`config.mk`:
```
export PLATFORM = sky130hd
export DESIGN_NAME = linebuffer_window9x9
export DESIGN_NICKNAME = d
export VERILOG_FILES = /design/src/rtl/linebuffer_window9x9.sv
export SDC_FILE = /design/constraint.sdc
export NUM_CORES = 2
export LEC_CHECK = 0
export BUFFER_PORTS_ARGS = -buffer_cell sky130_fd_sc_hd__buf_4
export CAP_MARGIN = 20
export CORE_ASPECT_RATIO = 0.7
export CORE_MARGIN = 2
export CORE_UTILIZATION = 40
export DETAILED_ROUTE_END_ITERATION = 16
export MAX_ROUTING_LAYER = met4
export SYNTH_ARGS = -nofsm -noshare
export SYNTH_HDL_FRONTEND = slang
export SYNTH_SLANG_ARGS = --single-unit
```
`constraint.sdc`:
```
create_clock -name clk -period 8.45 [get_ports clk]
set_input_delay 1.2675 -clock clk [delete_from_list [all_inputs] [get_ports clk]]
set_output_delay 1.2675 -clock clk [all_outputs]
set_load 0.005 [all_outputs]
```
`src/rtl/linebuffer_window9x9.sv`:
```
// linebuffer_window9x9: streams every valid 9x9 window of a raster image; LB_WIN_POS_EN adds win_row/win_col
module linebuffer_window9x9 #(
  parameter int IMG_W = 28,
  parameter int IMG_H = 28,
  parameter int K     = 9,
  parameter int PIX_W = 7
) (
  input  logic                   clk,
  input  logic                   rst_n,
  input  logic [PIX_W-1:0]       pix_in,
  input  logic                   pix_sof,
  input  logic                   pix_valid,
  output logic                   pix_ready,
  output logic [K*K*PIX_W-1:0]   win_data,
  output logic                   win_valid,
  input  logic                   win_ready
`ifdef LB_WIN_POS_EN
  ,
  output logic [$clog2(IMG_H)-1:0] win_row,
  output logic [$clog2(IMG_W)-1:0] win_col
`endif
);
  localparam int CW = $clog2(IMG_W);
  localparam int RW = $clog2(IMG_H);
  localparam int LW = (K-1)*PIX_W;
  logic [CW-1:0]        col, ec, col_nx;
  logic [RW-1:0]        row, er, row_nx;
  logic [LW-1:0]        lb [IMG_W];
  logic [LW-1:0]        rd;
  logic [K*PIX_W-1:0]   newc;
  logic [K*K*PIX_W-1:0] win_nx;
  logic                 acc, emit, eol;
  assign pix_ready = !win_valid || win_ready;
  assign acc       = pix_valid && pix_ready;
  // sof relocates the incoming pixel to (0,0) before anything else looks at the counters
  assign ec        = pix_sof ? '0 : col;
  assign er        = pix_sof ? '0 : row;
  assign eol       = ec == CW'(IMG_W-1);
  assign col_nx    = eol ? '0 : ec + 1'b1;
  assign row_nx    = !eol ? er : er == RW'(IMG_H-1) ? '0 : er + 1'b1;
  assign emit      = er >= RW'(K-1) && ec >= CW'(K-1);
  // buffered rows sit oldest-first in the low bits, so the new column is just {pixel, rows}
  assign rd        = lb[ec];
  assign newc      = {pix_in, rd};
  for (genvar r = 0; r < K; r++) begin : g_row
    for (genvar c = 0; c < K; c++) begin : g_col
      if (c == K-1) begin : g_new
        assign win_nx[(r*K+c)*PIX_W +: PIX_W] = newc[r*PIX_W +: PIX_W];
      end else begin : g_shift
        assign win_nx[(r*K+c)*PIX_W +: PIX_W] = win_data[(r*K+c+1)*PIX_W +: PIX_W];
      end
    end
  end
  always_ff @(posedge clk) begin
    if (acc) lb[ec] <= newc[K*PIX_W-1:PIX_W];
  end
  always_ff @(posedge clk or negedge rst_n) begin
    if (!rst_n) begin
      col       <= '0;
      row       <= '0;
      win_valid <= 1'b0;
      win_data  <= '0;
    end else begin
      win_valid <= acc ? emit : win_valid && !win_ready;
      if (acc) begin
        col      <= col_nx;
        row      <= row_nx;
        win_data <= win_nx;
      end
    end
  end
`ifdef LB_WIN_POS_EN
  always_ff @(posedge clk or negedge rst_n) begin
    if (!rst_n) begin
      win_row <= '0;
      win_col <= '0;
    end else if (acc && emit) begin
      win_row <= er - RW'(K-1);
      win_col <= ec - CW'(K-1);
    end
  end
`endif
endmodule

```
==> summary by stage <==
Placement
The pre-CTS worst setup slack is between 2 and 3 ns. Port buffering added 580 buffers. Routability-driven placement finished with a final weighted congestion of about 0.85.

The cell count after placement is between 8000 and 9000. The cell area after placement is a little over 90000 sq um. The post-DP HPWL is ~140 mm.

Critical path
The signal on the critical path passes through buf_8 > nor2b_4 > buf_4 > inv_1 > buf_4 > ha_1 > nand2_1 > nor2_4 > buf_4. In this design, the largest share of critical-path delay is due to buffers and inverters. For the worst setup path, the data arrival time is approximately 5.2 ns. The critical path buffer and inverter count is 5. The maximum cell stage delay along the critical path is 0.88 ns. The slowest stage of the critical path belongs to the cell buf_4. Of all nets on the critical path, the largest fanout is 81. At the worst endpoint, the required time is ~9 ns. The cell that appears most often on the critical path is buf_4. Counting buffers and inverters, the worst setup path is 9 cells deep.

The worst setup path is launched from a primary input. The kind of end point of the critical path is a flop. The critical path is of the in2reg type. The number of cells traversed by the worst register-to-register path is 8.

Synthesis
The count of flip-flops with a built-in enable after synthesis is between 1500 and 2000. Counting flops with an async set or reset pin after synthesis yields a share of between 20 and 30%. The share of the yosys chip area belonging to registers is roughly three quarters. Summing every instance area after synthesis gives about 83000 sq um. The post-synthesis average cell area is about 15 sq um. The number of register bits inferred by synthesis is between 2000 and 2500. The leading cell type by number of instances after synthesis is nand2_1. The largest area contributor in the netlist is edfxtp_1. The distinct cell type count of the synthesized netlist is 63. By count the netlist is led by nand2_1 (1733), edfxtp_1 (1568), dfrtp_1 (578), mux2i_1 (210), mux4_2 (209). The number of nets handed over by synthesis was 5612.

In the synthesized netlist the dominant register cell turns out to be edfxtp_1. Counting every instance in the synthesized netlist gives approximately 5600. For this run, the number of Yosys warnings is 0. Summed over its instances, the top area cell type makes up 56.65% of the synthesized netlist area. Sorting the synthesized cells by area gives the leading types as edfxtp_1 (57%), dfrtp_1 (17%), nand2_1 (7.8%).

Timing
Across the routed clock network, the largest skew measured is between 0.05 and 0.06 ns. Measured against its own limit, the worst slew margin works out to between 20% and 30%. The final-report setup violation count is 0. The worst path in the final design needs a cycle of roughly 4.8 ns, including I/O delays and setup. Setup repair after global routing left no endpoint under its margin. The number of pins exceeding their max-slew limit in the final report is 0. The actual transition at the worst max-transition pin is between 1 and 1.5 ns. The final critical-path setup slack is 3.679 ns. For this run, the top clock speed supported by timing is ~0.21 GHz. The number of hold-slack violations in the final timing report is 0. The post-route fraction of the period consumed by the critical path is between 50% and 60%.

Adding up every negative setup slack in the final design gives 0 ns.

CTS
The depth of the CTS H-tree is 4. Buffers inserted during clock tree synthesis total 196. Clock latency on the worst-skew pair, taken at its later pin, is approximately 0.86 ns. The number of sinks on the clock net is 2146. Buffers added to address setup during post-CTS repair amount to 0. The clock root buffer is clkbuf_16. The hold buffer count at CTS is 0. In this run, post-CTS repair resized a total of 0 instances.

TritonCTS built the clock tree. The maximum root-to-sink buffer count is 4. Clock-pin slew was measured on the worst setup and hold paths at ~0.060 ns.

Drt
The detailed route wirelength on metal3 is around 21 mm. The violation count after the first detailed-routing iteration is 6297. The final routed wirelength across all metal layers is 245.1 mm.

The routed length per placed instance is between 20 and 30 um. The wire length on met2 is 111.6 mm. The average vias per placed instance is between 5 and 6. The detailed-router iteration count before antenna repair is 6. The detail route stage leaves a number of antenna-violating nets equal to 0. The detailed-route via count is around 50000.

The post-detailed-route DRC marker count is 0. Signal routing reaches up to met4. The wire length on met1 is 106.9 mm.

Flow run
Max-cap violations in this run came to 0.

Status
The run finished with clean final reports.

Floorplanning
The total die area is ~210000 sq um. In this run the vertical extent of the chip is ~390 um. For this configuration, the core starts out at a cell density of between 40% and 50%. The number of standard-cell rows in the floorplan is 139. The chip width is ~550 um. For this design the top-level I/O count stands at between 500 and 600. The core box area is 205700 sq um.

Cells and area
The number of non-filler instances in the completed layout is roughly 9100. The area growth from synthesis to layout is 17.28%. The number of nets in the layout is ~6200. The final instance area is ~97000 sq um. Cells with a size suffix above 1 make up 21.21% of the layout.

Power
The power density over the cells is 268.9 nW/um^2. Summed over all cells, the static leakage comes to roughly 38 nW. The maximum vdd ir drop is between 0.00015 and 0.0002 V.

Hold path
The path class of the tightest hold or removal check is reg2reg. Counting instances, the worst hold path has a depth of 2.

Global route
Global routing consumed, over all layers together, a little under a quarter of the routing resources. The number of antenna violations at the first check in global routing was 7. The via count of the first global-routing pass is 47630. The wire length of the first global-routing pass is roughly 350 mm.

The maximum number of pins on one net before global-route repair is about 220. For this run the aggregate overflow at the end of global routing stands at 0.
-- flip-flops by register name, summed over array words and instances, names as in the netlist --
signal and count:
lb 1568, win_data 567, col 5, row 5
win_valid 1
-- stage by stage --
stage                     util, %  hold WS (ns)  power (W)
after floorplan                 -        0.4699    0.01510
after global placement      44.21        0.4590    0.01748
after detailed placement    44.25        0.4635    0.01757
after CTS                   47.26        0.4799    0.02630
after global routing        47.37        0.4985    0.02710
final                       47.38        0.4778    0.02621
-- worst reg2reg max path: cells and delay by family, from the launching register on --
family | cells | cell delay [ns]
AND/OR/NAND/NOR | 2 | 1.36
AO/OA/AOI/OAI | 3 | 0.89
buffers and inverters | 3 | 0.88
flip-flops | 1 | 0.94
-- cell usage in the layout, fill, tap and decap left out, types with 14 or more instances in the layout --
cell type | Yosys | routed
a211oi_1 | 26 | 26
a21o_1 | 15 | 15
a21oi_1 | 79 | 79
a221o_1 | 27 | 27
a221oi_1 | 61 | 61
a22oi_1 | 85 | 85
a31oi_1 | 19 | 19
a32oi_1 | 18 | 18
and2_1 | 28 | 27
buf_12 | 0 | 22
buf_4 | 16 | 686
buf_8 | 0 | 19
bufinv_16 | 0 | 14
clkbuf_1 | 194 | 66
clkbuf_16 | 0 | 197
clkbuf_8 | 0 | 20
clkinv_1 | 0 | 20
clkinv_2 | 0 | 24
dfrtp_1 | 578 | 576
edfxtp_1 | 1568 | 1568
mux2_2 | 79 | 79
mux2i_1 | 210 | 210
mux4_2 | 209 | 209
nand2_1 | 1733 | 1732
nand4_1 | 18 | 18
nand4b_1 | 26 | 26
nor2_1 | 54 | 26
nor2_4 | 0 | 27
nor2b_1 | 157 | 154
o211ai_1 | 27 | 27
o21ai_0 | 86 | 86
o22ai_1 | 19 | 19
or2_0 | 18 | 18
-- path summary, 6_finish.rpt --
path / from / to / slack (ns)
hold reg to reg: win_data[315]$_DFFE_PN0P_ / win_data[315]$_DFFE_PN0P_ / 0.48
min in group asynchronous: rst_n / win_data[68]$_DFFE_PN0P_ / 0.55
max in group asynchronous: rst_n / win_data[304]$_DFFE_PN0P_ / 6.40
setup reg to reg: col[1]$_DFFE_PN0P_ / lb[27][13]$_DFFE_PP_ / 3.83
setup / recovery: pix_sof / lb[0][43]$_DFFE_PP_ / 3.68
hold / removal: win_data[315]$_DFFE_PN0P_ / win_data[315]$_DFFE_PN0P_ / 0.48
-- power breakdown --
group          internal (W)  total (W)  switching, W
Sequential           0.0126     0.0132      0.000630
Combinational       0.00163    0.00418       0.00255
Clock               0.00491    0.00883       0.00391
-- layout make-up --
| class | count | area (sq um) |
|---|---|---|
| fillers | 17590 | 108300 |
| flip-flops and latches | 2146 | 61560 |
| multi-input cells | 3109 | 20330 |
| repair buffers | 730 | 5926 |
| clock buffers | 283 | 5453 |
| well taps | 2749 | 3440 |
| clock inverters | 70 | 735.7 |
| inverters | 7 | 26.28 |
| diodes | 2 | 5.005 |
-- per-layer routing --
layer,vias to the layer above,GRT usage [%]
li1,21550,-
met1,26130,34.27
met2,2328,33.85
met3,355,3.848
met4,0,5.354
met5,-,-
-- cell families after synthesis --
kind of cell    Yosys count  share of synthesized area (%)
flops                  2146                          74.06
simple gates           2115                          10.67
fa+ha+maj                 2                        0.03010
buf+inv                 343                          1.841
compound gates          494                          4.137
mux                     498                          9.263
No activity file was read; power rests on OpenSTA's default activity.
